<file path="config.mk">
export PLATFORM = sky130hd
export DESIGN_NAME = traffic_phase_seq
export DESIGN_NICKNAME = d
export VERILOG_FILES = /design/src/rtl/traffic_phase_seq.sv
export SDC_FILE = /design/constraint.sdc
export NUM_CORES = 1
export LEC_CHECK = 0
export ABC_AREA = 1
export CORE_UTILIZATION = 46
export DETAILED_ROUTE_END_ITERATION = 7
export GPL_ROUTABILITY_DRIVEN = 0
export PLACE_DENSITY = 0.75
export SLEW_MARGIN = 20
export SYNTH_ARGS = -nofsm -noshare
export SYNTH_HDL_FRONTEND = slang
export SYNTH_SLANG_ARGS = --single-unit
</file>
<file path="constraint.sdc">
create_clock -name clk -period 1.8 [get_ports clk]
set_clock_uncertainty 0.05 [all_clocks]
set_input_delay 0.36 -clock clk [delete_from_list [all_inputs] [get_ports clk]]
set_output_delay 0.36 -clock clk [all_outputs]
set_load 0.005 [all_outputs]
</file>
<file path="src/rtl/traffic_phase_seq.sv">
// ============================================================================
// Module   : traffic_phase_seq
// Purpose  : Intersection phase sequencer driven by prescaler ticks, with
//            pedestrian walk insertion and emergency all-red preemption.
// Revision : 1.0  initial release
// ============================================================================
`default_nettype none

module traffic_phase_seq #(
    parameter int TW       = 8,
    parameter int GREEN_T  = 20,
    parameter int YELLOW_T = 4,
    parameter int ALLRED_T = 2,
    parameter int PED_T    = 10
) (
    input  logic          clk,
    input  logic          rst_n,
    input  logic          tick_in,
    output logic          tick_en,
    input  logic          ped_req,
    output logic          ped_ack,
    input  logic          emerg,
    output logic [2:0]    ns_light,
    output logic [2:0]    ew_light,
    output logic          walk,
    output logic [3:0]    phase,
    output logic [TW-1:0] remain
);

    typedef enum logic [3:0] {
        INIT_RED = 4'd0,
        NS_G     = 4'd1,
        NS_Y     = 4'd2,
        RED1     = 4'd3,
        EW_G     = 4'd4,
        EW_Y     = 4'd5,
        RED2     = 4'd6,
        PED_WALK = 4'd7,
        EMERG    = 4'd8
    } state_t;

    localparam logic [TW-1:0] c_green_t  = TW'(GREEN_T);
    localparam logic [TW-1:0] c_yellow_t = TW'(YELLOW_T);
    localparam logic [TW-1:0] c_allred_t = TW'(ALLRED_T);
    localparam logic [TW-1:0] c_ped_t    = TW'(PED_T);
    localparam logic [TW-1:0] c_one      = TW'(1);
    localparam logic [2:0]    c_red      = 3'b100;
    localparam logic [2:0]    c_yellow   = 3'b010;
    localparam logic [2:0]    c_green    = 3'b001;

    state_t          r_state;
    logic [TW-1:0]   r_remain;
    logic            r_pending;
    logic            r_ped_ack;
    logic            r_tick_en;
    logic [2:0]      r_ns_light;
    logic [2:0]      r_ew_light;
    logic            r_walk;

    state_t          w_next_state;
    logic [TW-1:0]   w_next_remain;
    logic            w_done;
    logic            w_next_pending;
    logic            w_next_ack;
    logic [2:0]      w_next_ns;
    logic [2:0]      w_next_ew;
    logic            w_next_walk;

    // Last tick of a timed phase; unused in EMERG where ticks are ignored.
    assign w_done = tick_in && (r_remain == c_one);

    always_comb begin
        w_next_state = r_state;
        case (r_state)
            INIT_RED: if (w_done) w_next_state = emerg ? EMERG : NS_G;
            NS_G:     if (emerg || w_done) w_next_state = NS_Y;
            NS_Y:     if (w_done) w_next_state = emerg ? EMERG : RED1;
            RED1:     if (w_done) w_next_state = emerg ? EMERG : EW_G;
            EW_G:     if (emerg || w_done) w_next_state = EW_Y;
            EW_Y:     if (w_done) w_next_state = emerg ? EMERG : RED2;
            RED2: begin
                if (w_done) begin
                    if (emerg)          w_next_state = EMERG;
                    else if (r_pending) w_next_state = PED_WALK;
                    else                w_next_state = NS_G;
                end
            end
            PED_WALK: if (w_done) w_next_state = emerg ? EMERG : NS_G;
            EMERG:    if (!emerg) w_next_state = RED2;
            default:  w_next_state = INIT_RED;
        endcase
    end

    // Every transition reloads the full duration of the phase being entered.
    always_comb begin
        w_next_remain = r_remain;
        if (w_next_state != r_state) begin
            case (w_next_state)
                NS_G, EW_G:       w_next_remain = c_green_t;
                NS_Y, EW_Y:       w_next_remain = c_yellow_t;
                PED_WALK:         w_next_remain = c_ped_t;
                EMERG:            w_next_remain = '0;
                default:          w_next_remain = c_allred_t;
            endcase
        end else if (tick_in && r_state != EMERG) begin
            w_next_remain = r_remain - c_one;
        end
    end

    always_comb begin
        w_next_pending = r_pending;
        w_next_ack     = 1'b0;
        if (w_next_state == PED_WALK && r_state != PED_WALK) begin
            w_next_pending = 1'b0;
        end else if (ped_req && !r_pending && r_state != PED_WALK) begin
            w_next_pending = 1'b1;
            w_next_ack     = 1'b1;
        end
    end

    // Lamps are decoded from the next state so they change with phase.
    always_comb begin
        w_next_ns   = c_red;
        w_next_ew   = c_red;
        w_next_walk = 1'b0;
        case (w_next_state)
            NS_G:     w_next_ns   = c_green;
            NS_Y:     w_next_ns   = c_yellow;
            EW_G:     w_next_ew   = c_green;
            EW_Y:     w_next_ew   = c_yellow;
            PED_WALK: w_next_walk = 1'b1;
            default:  ;
        endcase
    end

    always_ff @(posedge clk or negedge rst_n) begin
        if (!rst_n) begin
            r_state    <= INIT_RED;
            r_remain   <= c_allred_t;
            r_pending  <= 1'b0;
            r_ped_ack  <= 1'b0;
            r_tick_en  <= 1'b0;
            r_ns_light <= c_red;
            r_ew_light <= c_red;
            r_walk     <= 1'b0;
        end else begin
            r_state    <= w_next_state;
            r_remain   <= w_next_remain;
            r_pending  <= w_next_pending;
            r_ped_ack  <= w_next_ack;
            r_tick_en  <= (w_next_state != EMERG);
            r_ns_light <= w_next_ns;
            r_ew_light <= w_next_ew;
            r_walk     <= w_next_walk;
        end
    end

    assign phase    = r_state;
    assign remain   = r_remain;
    assign ped_ack  = r_ped_ack;
    assign tick_en  = r_tick_en;
    assign ns_light = r_ns_light;
    assign ew_light = r_ew_light;
    assign walk     = r_walk;

endmodule

`default_nettype wire

</file>
==> results of run 1 <==
## registers in the layout (all words and copies together), names as in the netlist
name and cells:
r_pending 1, remain 8, phase 4, ew_light 3, tick_en 1, walk 1, ped_ack 1, ns_light 3
## final cells by class
| cell class | count | area (um2) | share of cell area |
|---|---|---|---|
| clock buffer | 4 | 26.28 | 0.01088 |
| multi-input combinational | 140 | 908.4 | 0.3760 |
| tap | 31 | 38.79 | 0.01605 |
| inverter | 33 | 126.4 | 0.05230 |
| timing repair buffer | 88 | 758.2 | 0.3138 |
| sequential | 22 | 558.0 | 0.2310 |
## power groups by stage
stage	Clock (mW)	Sequential (mW)	Combinational (mW)
after global placement	0	0.847	2.47
after detailed placement	0	0.854	2.51
after CTS	0.232	0.842	2.73
final	0.230	0.853	3.35
after floorplan	0	0.854	1.36
after global routing	0.263	0.868	3.65
## synthesized netlist by cell type
cell / number / area [um2]
o211ai_1: 1 / 7.510
nor2_4: 3 / 33.78
o21ai_1: 5 / 25.02
nand3_1: 17 / 85.08
o21ai_0: 2 / 10.01
nor2_2: 1 / 6.260
inv_2: 11 / 41.29
a21oi_1: 5 / 25.02
nand4_1: 2 / 12.51
dfstp_2: 3 / 78.83
nand2_1: 58 / 217.7
dfrtp_1: 19 / 475.5
nand3_2: 3 / 30.03
nor3_1: 2 / 10.01
nor2_8: 1 / 20.02
nand2_4: 2 / 22.52
clkinv_1: 1 / 3.750
buf_2: 1 / 5.000
inv_1: 21 / 78.83
nor3_2: 1 / 10.01
nor2_1: 23 / 86.33
ha_1: 2 / 25.02
nand2_2: 6 / 37.54
xor2_1: 5 / 43.79
xnor2_1: 1 / 8.760
## timing repair
action                                  in CTS  in global routing
pin swaps                                   12                  6
endpoints found under the setup margin      16                 22
gates cloned                                 0                  0
resized for setup                           25                 40
hold buffers                                 0                  0
setup buffers                                5                 12
## through the flow
stage	instance area (um2)	hold slack (ns)	power, mW	setup WS [ns]
finish	2416	0.3338	4.436	-0.3731
global route	2416	0.3530	4.777	-0.5050
CTS	2191	0.3461	3.799	-0.2640
detailed placement	2067	0.4391	3.364	-0.5493
global placement	2067	0.4141	3.315	-0.4949
floorplan	1430	0.01441	2.214	-0.1967
## worst paths after layout
kind / startpoint / end / slack (ns) / cells after the start
setup / recovery: remain[1] / remain[7] / -0.37 / 16
hold / removal: rst_n / remain[6] / 0.33 / 2
setup reg to reg: remain[1] / remain[7] / -0.37 / 16
hold reg to reg: r_pending / ped_ack / 0.47 / 1
max in group asynchronous: rst_n / remain[1] / 1.08 / 2
min in group clk: r_pending / ped_ack / 0.47 / 1
## cells by family (layout without fill, tap and decap cells)
group / Yosys count / in the layout / share of synthesized area
compound gates: 13 / 13 / 0.04825
xor+xnor: 6 / 6 / 0.03753
fa+ha+maj: 2 / 2 / 0.01787
buf+inv: 34 / 125 / 0.09204
flops: 22 / 22 / 0.3959
simple gates: 119 / 119 / 0.4084
## metal layers
layer	GRT usage	part of all wire	vias up	wire [um]
met4	0.06272	0.043	0	192
met3	0.04082	0.056	20	252
li1	-	-	783	-
met2	0.4588	0.49	74	2195
met5	0	0	-	0
met1	0.3290	0.41	760	1860
==> results_dict.tcl, run 1 <==
set metrics [dict create \
    status "finished with violations" \
    violations "DRC, setup timing" \
    dr.pass1.iters 8 \
    p_leak_nw 1.346 \
    cts_buffer_depth 2 \
    crit_path_top_delay_cell "dfstp_2" \
    num_vias 1637 \
    max_stage_delay_ns 0.55 \
    clock_latency_ns 0.31 \
    grt_pass1_vias 1471 \
    grt_pass1_wl_um 6506 \
    rsz0062_at_grt "true" \
    synth.ff_latch_count 22 \
    fin_crit_sh 1.207 \
    synth-seq-area-share 0.3959 \
    io_pins 26 \
    setup_viol 14 \
    synthToLayoutAreaGrowth_pct 72.56 \
    die-area_mm2 0.003268 \
    syn_nets 203 \
    critical_path_class "reg2reg" \
    final_util 0.8540 \
    cts_tree "yes" \
    hpwl_um 2840 \
    layout_commonest_cell "buf_4" \
    antenna_left 0 \
    p_int_mw 2.435 \
    layout_common_cells "buf_4 (57), nand2_1 (38), nand2_2 (20), inv_1 (18), clkdlybuf4s50_1 (17)" \
    io_buffer_count 25 \
    cts_buffers 3 \
    fmax_mhz 460.2 \
    layout-drive-gt1-share 0.4983 \
    arrival_ns 2.37 \
    p_comb_frac 0.756 \
    worst-path-buf-inv 3 \
    final_cells 318 \
    cts_htree_levels 1 \
    via_per_inst 5.148 \
    initial_core_util 0.4949 \
    p_per_area_mw_per_mm2 1836 \
    antenna_found_initial 0 \
    root_buffer "clkbuf_4" \
    clk_pin_slew_ns 0.12 \
    hold_violations 0 \
    diodes 0 \
    synth_cells 196 \
    grtUsageTotal 0.2582 \
    wirelength_um 4500 \
    cap_violations 0 \
    worstPathRequired_ns 1.99 \
    crit_path_end_kind "register" \
    fin_nets 295 \
    irDropWorstVdd_uv 1303 \
    dp.cells 298 \
    power_frac_seq 0.192 \
    drc 1 \
    startpoint_type "register" \
    ys_warn_count 0 \
    numClockSinks 22 \
    syn-cell-area_mm2 0.001400 \
    fin_ws_ns -0.3731 \
    die_h_um 57.17 \
    fill_cells 168 \
    rows 19 \
    crit_top_cell "nand2_4" \
    fp.coreArea_mm2 0.002829 \
    slew_violations 0 \
    wire_per_inst_um 14.15 \
    p_sw_frac 0.4511 \
    clockPowerShare 0.052 \
    first_iter_violations 69 \
    fin_crit_ns 2.173 \
    cp_top_family "simple AND/OR/NAND/NOR gates" \
    avgSynthCellArea_um2 7.143 \
    hold_class "in2async" \
    yosysUniqueCellTypes 25 \
    grt_max_degree 23 \
    max-slew-margin-rel 0.7812 \
    worst_pin_slew_ns 0.3267 \
    cp_cell_sequence "inv_2, ha_4, nand2_4, nor2_4, nand2_4, nand2_2, nand2_2, nand2_2, nor2_4, nand2_4, nand2_4, nand3_4, nor2_8, inv_4, buf_4, nor2_2" \
    die_x_um 57.17 \
    p_sw_mw 2.001 \
    grt.overflow.total 0 \
    tns_ns -3.305 \
    worstPathMaxFanout 8 \
]
No activity file was read; power rests on OpenSTA's default activity.
==> inputs of run 2 (changes only) <==
--- a/config.mk
+++ b/config.mk
@@ -9,6 +9,7 @@
 export CORE_UTILIZATION = 46
 export DETAILED_ROUTE_END_ITERATION = 7
 export GPL_ROUTABILITY_DRIVEN = 0
+export GPL_TIMING_DRIVEN = 0
 export PLACE_DENSITY = 0.75
 export SLEW_MARGIN = 20
 export SYNTH_ARGS = -nofsm -noshare
==> run 2 against run 1 <==
Net effect:
- the flow still finishes with violations (DRC, setup timing)
- non-clock buffer count fell by 38
- setup slack got worse by 0.031 ns
- hold slack improved by 0.11 ns
- clock power rose by 73%
- sequential power rose by 1%
- critical path depth fell by 1
- final cell count fell by 12%
- design area fell by 11%
- sequential share of layout area rose by 2.8 points
- flip-flop and latch count did not move
- clock-buffer cell count fell by 1
- critical endpoint is now remain[4]
- largest cell class unchanged
==> results_dict.tcl, run 2 (synthesis gave the netlist of run 1 again) <==
set metrics [dict create \
    wire_per_inst_um 15.31 \
    arrival_ns 2.43 \
    max-slew-margin-rel 0.3743 \
    die_h_um 57.17 \
    p_leak_nw 1.129 \
    numClockSinks 22 \
    rows 19 \
    reg2reg_slack_ns -0.40 \
    grtUsageMet2 0.4050 \
    worstPathRequired_ns 2.03 \
    dp_worst_setup_slack_ns -0.6417 \
    fp.coreArea_mm2 0.002829 \
    slew_violations 0 \
    crit_path_top_delay_cell "dfrtp_1" \
    grt_use_met3 0.02948 \
    root_buffer "clkbuf_4" \
    via_per_inst 5.379 \
    final_cells 280 \
    grt.overflow.total 0 \
    antenna_left 0 \
    clock_latency_ns 0.33 \
    dp.cells 252 \
    cts_htree_levels 1 \
    status "finished with violations" \
    cap_violations 0 \
    synthToLayoutAreaGrowth_pct 53.17 \
    worstPathMaxFanout 7 \
    cts_buffer_depth 2 \
    cts_hold_buf 0 \
    largest_reg_flops 8 \
    dr.pass1.iters 6 \
    p_per_area_mw_per_mm2 1976 \
    first_iter_violations 72 \
    wirelength_um 4288 \
    cts_tree "yes" \
    hpwl_um 2333 \
    layout_commonest_cell "nand2_1" \
    setup_viol 14 \
    num_vias 1506 \
    fill_cells 202 \
    grt_max_degree 23 \
    fin_ws_ns -0.4041 \
    layout-drive-gt1-share 0.4137 \
    grt_pass1_wl_um 6009 \
    grtUsageTotal 0.2376 \
    cts_buffers 3 \
    diodes 0 \
    critical_path_class "reg2reg" \
    crit_path_end_kind "register" \
    violations "DRC, setup timing" \
    gr-max-usage-layer "met2" \
    antenna_found_initial 0 \
    drc 2 \
    io_buffer_count 25 \
    startpoint_type "register" \
    hold_violations 0 \
    rsz0062_at_grt "true" \
    use_met1 0.3280 \
    max_stage_delay_ns 0.47 \
    fmax_mhz 453.7 \
    grt_pass1_vias 1309 \
    clk_pin_slew_ns 0.13 \
    fin_nets 257 \
    final_util 0.7581 \
    irDropWorstVdd_uv 1296 \
    initial_core_util 0.4949 \
    die-area_mm2 0.003268 \
    crit_top_cell "nand2_1" \
    layout_common_cells "nand2_1 (42), buf_4 (22), clkdlybuf4s50_1 (21), inv_1 (18), dfrtp_1 (18)" \
    fin_crit_ns 2.204 \
    io_pins 26 \
    cp_cell_sequence "nor2_1, nand2_1, nor2_4, nand2_1, nand2_2, nand2_1, nand2_2, nand2_4, nand2_4, nand3_4, nor2_8, inv_6, nand2_2, nand2_1, nor2_1" \
    die_x_um 57.17 \
    fin_crit_sh 1.224 \
    hold_class "reg2reg" \
    worst_pin_slew_ns 0.9357 \
]
## run 2: area by class of cell
class,count,area [um2],share of cell area
Multi-Input combinational cell,140,913.4,0.4259
Sequential cell,22,555.5,0.2590
Timing Repair Buffer,49,447.9,0.2089
Inverter,33,128.9,0.06009
Tap cell,31,38.79,0.01809
Clock inverter,1,30.03,0.01400
Clock buffer,3,22.52,0.01050
Buffer,1,7.507,0.003501
## run 2: final timing paths
| kind | start | depth (start not counted) | endpoint |
|---|---|---|---|
| hold reg to reg | r_pending | 1 | ped_ack |
| max in group asynchronous | rst_n | 1 | phase[1] |
| min in group asynchronous | rst_n | 1 | phase[0] |
| setup reg to reg | remain[2] | 15 | remain[4] |
| hold / removal | r_pending | 1 | ped_ack |
| setup / recovery | remain[2] | 15 | remain[4] |
## run 2: layer usage
layer / up-vias / share of wire / wire (um)
met1: 697 / 0.39 / 1685
met4: 0 / 0.027 / 117
met2: 83 / 0.50 / 2163
met3: 13 / 0.075 / 322
met5: - / 0 / 0
li1: 713 / - / -
## run 2: power by group
part           leakage (nW)  switching, mW  internal (mW)  total (mW)
sequential            0.275          0.166          0.695       0.862
clock                0.0279          0.172          0.226       0.397
combinational         0.826           1.68           1.30        2.98
## run 2: critical path: cells and delay by family (launching register included)
family	cells	cell delay, ns
buf+inv	1	0.07
flops	1	0.47
simple gates	14	1.58
## run 2: timing repair
item	CTS	global route
endpoints found under the setup margin	13	21
setup buffers	12	12
pin swaps	14	3
gates resized for setup	29	28
## run 2: through the flow
step	setup TNS, ns	total power, mW	instance area [um2]	hold WS (ns)
CTS	-1.771	3.691	1963	0.4450
detailed placement	-6.216	2.821	1719	0.4276
global route	-4.537	4.494	2145	0.4592
finish	-3.505	4.238	2145	0.4421
global placement	-6.002	2.807	1719	0.4000
floorplan	-1.047	2.214	1430	0.01441
